## config.mk

```make
export PLATFORM = sky130hd
export DESIGN_NAME = ifu_flat
export DESIGN_NICKNAME = d
export VERILOG_FILES = /design/src/rtl/ifu_if.sv /design/src/rtl/ifu.sv /design/src/flat_wrapper.sv
export SDC_FILE = /design/constraint.sdc
export NUM_CORES = 1
export LEC_CHECK = 0
export CAP_MARGIN = 20
export CORE_MARGIN = 4
export CORE_UTILIZATION = 50
export DETAILED_ROUTE_END_ITERATION = 7
export GPL_ROUTABILITY_DRIVEN = 0
export PLACE_DENSITY_LB_ADDON = 0.12
export SYNTH_ARGS = -nofsm -noshare
export SYNTH_HDL_FRONTEND = slang
export SYNTH_SLANG_ARGS = --single-unit
```

## constraint.sdc

```tcl
create_clock -name clk -period 4.1 [get_ports clk]
set_input_delay 0.82 -clock clk [delete_from_list [all_inputs] [get_ports clk]]
set_output_delay 0.82 -clock clk [all_outputs]
set_load 0.1 [all_outputs]
```

## src/rtl/ifu_if.sv

```systemverilog
// IF-stage bus bundle: instruction-memory request/response and the IF->DEC valid/ready handoff.
interface ifu_if;
  logic [63:0] im_req_addr;
  logic        im_req_valid;
  logic        im_req_ready;
  logic [31:0] im_resp_rdata;
  logic        im_resp_valid;
  logic [63:0] if_dec_pc;
  logic [31:0] if_dec_instr;
  logic        if_dec_bp;
  logic [63:0] if_dec_bt;
  logic        if_dec_valid;
  logic        if_dec_ready;

  modport master (
    output im_req_addr, im_req_valid,
    input  im_req_ready, im_resp_rdata, im_resp_valid,
    output if_dec_pc, if_dec_instr, if_dec_bp, if_dec_bt, if_dec_valid,
    input  if_dec_ready
  );

  modport slave (
    input  im_req_addr, im_req_valid,
    output im_req_ready, im_resp_rdata, im_resp_valid,
    input  if_dec_pc, if_dec_instr, if_dec_bp, if_dec_bt, if_dec_valid,
    output if_dec_ready
  );
endinterface

```

## src/rtl/ifu.sv

```systemverilog
// Instruction fetch unit: sequential PC generation, in-order response pairing in a ring,
// and flush/redirect with discard of responses still in flight.
module ifu #(
  parameter logic [63:0] RESET_VECTOR = 64'h0000_0000_8000_0000,
  parameter int          DEPTH        = 4
) (
  input  logic        clk,
  input  logic        rst,
  input  logic        pipe_flush,
  input  logic [63:0] redirect_pc,
  ifu_if.master       bus
);
  localparam int IW = $clog2(DEPTH);
  localparam int PW = IW + 1;

  typedef struct packed {
    logic [63:0] pc;
    logic [31:0] instr;
  } ent_t;

  ent_t             ring [DEPTH];
  logic [DEPTH-1:0] filled;
  logic [63:0]      fetch_pc;
  logic [PW-1:0]    alloc_ptr, fill_ptr, read_ptr, drop_cnt;

  logic [PW-1:0] live;
  logic          full, req_fire, resp_fill, deq;
  logic [PW:0]   drop_sum;
  logic [IW-1:0] a_idx, f_idx, r_idx;

  assign a_idx     = alloc_ptr[IW-1:0];
  assign f_idx     = fill_ptr[IW-1:0];
  assign r_idx     = read_ptr[IW-1:0];
  assign live      = alloc_ptr - read_ptr;
  assign full      = (live == PW'(DEPTH));
  assign req_fire  = bus.im_req_valid && bus.im_req_ready;
  assign resp_fill = bus.im_resp_valid && (drop_cnt == '0);
  assign deq       = bus.if_dec_valid && bus.if_dec_ready;

  // A response landing in the flush cycle retires one of the older fetches, so it is
  // subtracted from what must be dropped later.
  assign drop_sum = {1'b0, drop_cnt} + {1'b0, PW'(alloc_ptr - fill_ptr)}
                  - (PW+1)'(bus.im_resp_valid);

  assign bus.im_req_valid = rst && !full && !pipe_flush;
  assign bus.im_req_addr  = {fetch_pc[63:2], 2'b00};
  assign bus.if_dec_valid = (live != '0) && filled[r_idx];
  assign bus.if_dec_pc    = ring[r_idx].pc;
  assign bus.if_dec_instr = ring[r_idx].instr;
  assign bus.if_dec_bp    = 1'b0;
  assign bus.if_dec_bt    = ring[r_idx].pc + 64'd4;

  always_ff @(posedge clk or negedge rst) begin
    if (!rst) begin
      fetch_pc  <= RESET_VECTOR;
      alloc_ptr <= '0;
      fill_ptr  <= '0;
      read_ptr  <= '0;
      drop_cnt  <= '0;
      filled    <= '0;
    end else if (pipe_flush) begin
      fetch_pc  <= redirect_pc;
      alloc_ptr <= read_ptr;
      fill_ptr  <= read_ptr;
      filled    <= '0;
      drop_cnt  <= drop_sum[PW-1:0];
    end else begin
      if (req_fire) begin
        fetch_pc         <= fetch_pc + 64'd4;
        alloc_ptr        <= alloc_ptr + 1'b1;
        filled[a_idx]    <= 1'b0;
      end
      if (bus.im_resp_valid) begin
        if (drop_cnt != '0) drop_cnt <= drop_cnt - 1'b1;
        else begin
          fill_ptr      <= fill_ptr + 1'b1;
          filled[f_idx] <= 1'b1;
        end
      end
      if (deq) begin
        read_ptr      <= read_ptr + 1'b1;
        filled[r_idx] <= 1'b0;
      end
    end
  end

  always_ff @(posedge clk or negedge rst) begin
    if (!rst) begin
      for (int i = 0; i < DEPTH; i++) ring[i] <= '0;
    end else if (!pipe_flush) begin
      if (req_fire)  ring[a_idx].pc    <= fetch_pc;
      if (resp_fill) ring[f_idx].instr <= bus.im_resp_rdata;
    end
  end

`ifndef SYNTHESIS
  resp_has_owner: assert property (@(posedge clk) disable iff (!rst)
    bus.im_resp_valid |-> (drop_cnt != '0 || fill_ptr != alloc_ptr));
`endif
endmodule

```

## src/flat_wrapper.sv

```systemverilog
// flat-port wrapper written by rule: the top's interface ports become plain ports
module ifu_flat 
#(
  parameter logic [63:0] RESET_VECTOR = 64'h0000_0000_8000_0000,
  parameter int          DEPTH        = 4
)
  (clk, rst, pipe_flush, redirect_pc, bus_im_req_addr, bus_im_req_valid, bus_im_req_ready, bus_im_resp_rdata, bus_im_resp_valid, bus_if_dec_pc, bus_if_dec_instr, bus_if_dec_bp, bus_if_dec_bt, bus_if_dec_valid, bus_if_dec_ready);
  ifu_if bus_i ();
  input  logic clk;
  input  logic rst;
  input  logic pipe_flush;
  input  logic [63:0] redirect_pc;
  output wire logic [$bits(bus_i.im_req_addr)-1:0] bus_im_req_addr;
  output wire logic [$bits(bus_i.im_req_valid)-1:0] bus_im_req_valid;
  input wire logic [$bits(bus_i.im_req_ready)-1:0] bus_im_req_ready;
  input wire logic [$bits(bus_i.im_resp_rdata)-1:0] bus_im_resp_rdata;
  input wire logic [$bits(bus_i.im_resp_valid)-1:0] bus_im_resp_valid;
  output wire logic [$bits(bus_i.if_dec_pc)-1:0] bus_if_dec_pc;
  output wire logic [$bits(bus_i.if_dec_instr)-1:0] bus_if_dec_instr;
  output wire logic [$bits(bus_i.if_dec_bp)-1:0] bus_if_dec_bp;
  output wire logic [$bits(bus_i.if_dec_bt)-1:0] bus_if_dec_bt;
  output wire logic [$bits(bus_i.if_dec_valid)-1:0] bus_if_dec_valid;
  input wire logic [$bits(bus_i.if_dec_ready)-1:0] bus_if_dec_ready;
  assign bus_im_req_addr = bus_i.im_req_addr;
  assign bus_im_req_valid = bus_i.im_req_valid;
  assign bus_i.im_req_ready = bus_im_req_ready;
  assign bus_i.im_resp_rdata = bus_im_resp_rdata;
  assign bus_i.im_resp_valid = bus_im_resp_valid;
  assign bus_if_dec_pc = bus_i.if_dec_pc;
  assign bus_if_dec_instr = bus_i.if_dec_instr;
  assign bus_if_dec_bp = bus_i.if_dec_bp;
  assign bus_if_dec_bt = bus_i.if_dec_bt;
  assign bus_if_dec_valid = bus_i.if_dec_valid;
  assign bus_i.if_dec_ready = bus_if_dec_ready;
  ifu #(.RESET_VECTOR(RESET_VECTOR), .DEPTH(DEPTH)) u_core (.clk(clk), .rst(rst), .pipe_flush(pipe_flush), .redirect_pc(redirect_pc), .bus(bus_i));
endmodule
```

Word-level counts from Yosys, hierarchy flattened --
Index checks and enable logic that the tools add are counted.
Operators by class: magnitude comparators 11, equal/unequal tests 2, add/sub/neg operators 10, reduce and logical (&&, ||, !) cells 22, bitwise logic cells 9, mux-type cells 37
Operator list (number):
- two-way mux 384 bit | 3
- bitwise mux 384 bit | 2
- demux 96 bit (select 2 bit) | 2
- two-way mux 96 bit | 3
- binary-select mux 96 bit (select 2 bit) | 1
- adder 64 x 3 -> 64 bit (second input constant) | 2
- two-way mux 64 bit | 2
- two-way mux 32 bit | 1
- two-way mux 4 bit | 7
- two-way mux 3 bit | 8
- logical AND 1 bit | 11
- adder 3 x 1 -> 3 bit (second input constant) | 3
- greater-or-equal comparator 3 bit (second input constant) | 3
- < comparator 2 x 3 -> 1 bit (second input constant) | 3
- NOT 2 -> 3 bit | 3
- AND 4 bit | 2
- NOT 4 bit | 2
- demux 1 bit (select 2 bit) | 3
- greater-or-equal comparator 2 x 1 -> 1 bit (second input constant) | 3
- < comparator 3 x 1 -> 1 bit (second input constant) | 2
- AND reduction 2 bit | 3
- nonzero test 2 bit | 3
- nonzero test 3 bit | 2
- subtractor 3 bit | 2
- other kinds (11) | 15
Storage, ports and cells: register bits after elaboration 464, input bits 102, logic and storage cells 105, output and inout port bits 227

Depth between registers and ports, before layout --
word-level depth 15, mapped depth 17

Least setup slack after synthesis --
OpenSTA, ideal clock, no wires.
path type register -> output, start register u_core.read_ptr[0], end output port bus_if_dec_bt[51], path slack -1544 ps, buffers on the path 3, data arrival time 4824 ps, stages on the path, launching flop included 9, cell sequence dfrtp_1 buf_6 buf_12 mux4_1 nand3_2 or4_1 buf_2 or4_4 xnor2_1
Between the ends: cells in the longest elaborated chain, start to end 5
RTL lines:
- start: declaration | RTL line ifu.sv:24 | logic [PW-1:0] alloc_ptr, fill_ptr, read_ptr, drop_cnt;
- start signal: assignment | RTL line ifu.sv:81 | read_ptr <= read_ptr + 1'b1;
- NOT 2 -> 3 bit
- binary-select mux 96 bit (select 2 bit)
- two-way mux 96 bit (2 in series)
- via bus_if_dec_pc[36] | RTL line flat_wrapper.sv:18 | output wire logic [$bits(bus_i.if_dec_pc)-1:0] bus_if_dec_pc;
- adder 64 x 3 -> 64 bit | RTL line ifu.sv:51 | assign bus.if_dec_bt = ring[r_idx].pc + 64'd4;
- end: declaration | RTL line flat_wrapper.sv:21 | output wire logic [$bits(bus_i.if_dec_bt)-1:0] bus_if_dec_bt;
The timed path passes the listed nets, and every way through them passes these cells. The select of a mux whose other input is x is not followed.

Worst setup path in the final report --
start register u_core.read_ptr[0], end output port bus_if_dec_bt[59]
Between the ends: cells in the longest elaborated chain, start to end 5
RTL lines (RTL line):
- NOT 2 -> 3 bit (implied by the code) | ifu.sv:51
- binary-select mux 96 bit (select 2 bit) | ifu.sv:51
- two-way mux 96 bit (2 in series)
- adder 64 x 3 -> 64 bit | ifu.sv:51
No other way between the ends. The select of a mux whose other input is x is not followed.

==> impl_metrics.toml <==
[cells_and_area]
syn2layout_area_growth_pct = 35.39
multi_input_area_um2 = 11790
final_cells = 2796
layout_commonest_cell = "dfrtp_1"
n_fill_cell = 3254
regArea_um2 = 11620
mostFrequentLayoutCells = "461 x dfrtp_1, 361 x mux2_2, 207 x buf_4, 160 x clkdlybuf4s50_1, 131 x nand2_1"
drive_gt1_frac = 0.4606
nets = 2278

[status]
violations = "negative setup slack"
outcome = "complete, but fails checks"

[placement]
io_buffers = 325
hpwl_mm = 45.94
placed_cells = 2662

[synth]
synthCells = 1784
yosysWarnings = 0
avgSynthCellArea_um2 = 12.94
synthesis.area_um2 = 23090
ys_seq_area_frac = 0.5030
synth.distinct_cells = 58
ys_ff_latch = 464
ys.flop_type = "dfrtp_1"
synth_edf_count = 0
ys_async_sr_fraction = 1.000

[clock_tree]
root_buffer = "clkbuf_16"
cts.sink_count = 464
cts_tree = "built"
cts_buffer_depth = 3
htree_num_levels = 2
cts_buffers = 50
cts.clk_slew.worst_paths_ps = 60
ctsHoldBuffers = 0
clkLatencyLatePin_ps = 600

[critical_path]
start_kind = "register"
crit_type = "reg -> out"
path_buf_inv = 2
path_max_fanout = 12
crit_slowest_cell = "or4_4"
cp_data_arrival_time_ps = 3670
path_cells = "buf_12 -> mux4_2 -> nand3_4 -> or4_4 -> or4_4 -> nor3_4 -> xnor2_4 -> buf_12"
end_kind = "output port"
critPathTopFamily = "simple AND/OR/NAND/NOR gates"
required_ps = 3280
r2r_setup_slack_ps = 860
critical-path-max-stage-delay_ps = 670

[route]
antenna_left = 0
wl_per_cell_um = 23.48
firstDrtPassIters = 5
wl_mm = 65.65
drtIter0Drc = 1201
drcViolationCount = 0
vias = 16170
via_per_inst = 5.784

[global_routing]
grt_use_total = 0.2620
top_usage_layer = "met2"
grt_pass1_vias = 16860
met3_usage = 0.05000
grt.met2_usage = 0.4413
grt_pass1_wl_mm = 101.9
use_met1 = 0.3533
overflow = 0
antenna_found_initial = 3
grt_max_degree = 174

[timing]
tightest_slew_ps = 1067
setup_tns_ps = -8454
timing.final.hold_violations = 0
fin_crit_ps = 4490
relSlewSlack = 0.2863
fin_crit_sh = 1.095
fin_skew_ps = 19.61
rsz0062_at_grt = "yes"
fmax_mhz = 222.7
finalMaxSlewViolations = 0
fin_ws_ps = -389.6
setup_viol = 36

[worst_hold_path]
hold_class = "in -> async"

[floorplan]
dieHeight_um = 222.9
std_cell_rows = 78
start_util = 0.5077
io-pin-count = 329
die_area_um2 = 49680
core_area_um2 = 45480
die_w_um = 222.9

[flow_run]
drv_cap = 0
-- logic make-up after synthesis --
group                    count (synthesis)  synth area share
AO/OA/AOI/OAI                          133           0.03479
XOR/XNOR                               109           0.04135
adder cells (fa/ha/maj)                 23           0.01376
buffers and inverters                  214           0.04948
flip-flops                             464            0.5030
multiplexers                           459            0.2731
other                                    1         0.0001624
AND/OR/NAND/NOR                        381           0.08443
-- layer usage --
metal / vias up / routed length (um)
met5: - / 27
met4: 4 / 1475
met3: 104 / 3937
met2: 522 / 32940
met1: 8439 / 27270
li1: 7104 / -
-- synthesized netlist by cell type (all sizes together) (2+ instances only) --
cell type	instances	area share
nor3b	4	0.0013
a31oi	8	0.0022
a21oi	11	0.0024
or2	4	0.0011
o211a	4	0.0017
a211oi	5	0.0016
or3	14	0.0038
ha	19	0.010
and4	8	0.0030
fa	4	0.0035
o211ai	12	0.0039
nor3	26	0.0059
or4	7	0.0024
inv	44	0.0072
and2	7	0.0019
and3	17	0.0046
mux4	97	0.097
nor2	48	0.0080
nor4	13	0.0044
xnor2	52	0.020
nand3	48	0.011
o311ai	3	0.0011
nor2b	4	0.0011
a22oi	3	0.00098
buf	105	0.032
a211o	2	0.00076
nand4	41	0.013
xor2	57	0.022
a221o	3	0.0013
clkbuf	65	0.011
dfrtp	463	0.50
mux2	361	0.18
nand2	138	0.022
o21ai	76	0.016
-- metrics by stage --
step	hold WS (ps)	area, um^2	utilization	setup slack (ps)
after floorplan	444.6	24070	-	-580.1
after global placement	459.1	28510	0.6270	69.25
after global routing	219.8	31260	0.6873	-461.4
after detailed placement	466.9	28510	0.6270	60.62
after CTS	189.7	31060	0.6829	-441.7
final	189.3	31260	0.6873	-389.6
-- state kept, by name, indices dropped and copies added, names as in the netlist --
signal / flops
u_core.filled: 4
u_core.fill_ptr: 3
u_core.drop_cnt: 3
u_core.read_ptr: 3
u_core.alloc_ptr: 3
u_core.fetch_pc: 64
u_core.ring: 384
-- final cells by class --
class,instances,area share
repair buffers,485,0.1659
diodes,1,0.00008005
well taps,600,0.02402
flip-flops and latches,464,0.3717
inverters,44,0.005284
multi-input cells,1108,0.3773
clock inverters,22,0.007845
clock buffers,72,0.04783
-- worst paths after layout --
kind                                    start  cells after the start             endpoint
setup / recovery           u_core.read_ptr[0]                      8    bus_if_dec_bt[59]
hold / removal                            rst                      1  u_core.fetch_pc[26]
setup reg to reg           u_core.fetch_pc[8]                      7  u_core.fetch_pc[36]
hold reg to reg               u_core.ring[90]                      2      u_core.ring[90]
max in group asynchronous                 rst                      2     u_core.ring[301]
min in group clk              u_core.ring[90]                      2      u_core.ring[90]
-- what timing repair did --
action                                 in CTS  in global routing
setup endpoints to repair                  47                 52
buffers inserted                           29                 11
endpoints found under the hold margin       0                  0
gates resized for setup                   104                 32
gates cloned                                2                  0
pin swaps                                  26                 20
Power is not shown: default switching activity piles up to over one toggle a cycle in this logic, so the estimate is an artifact.
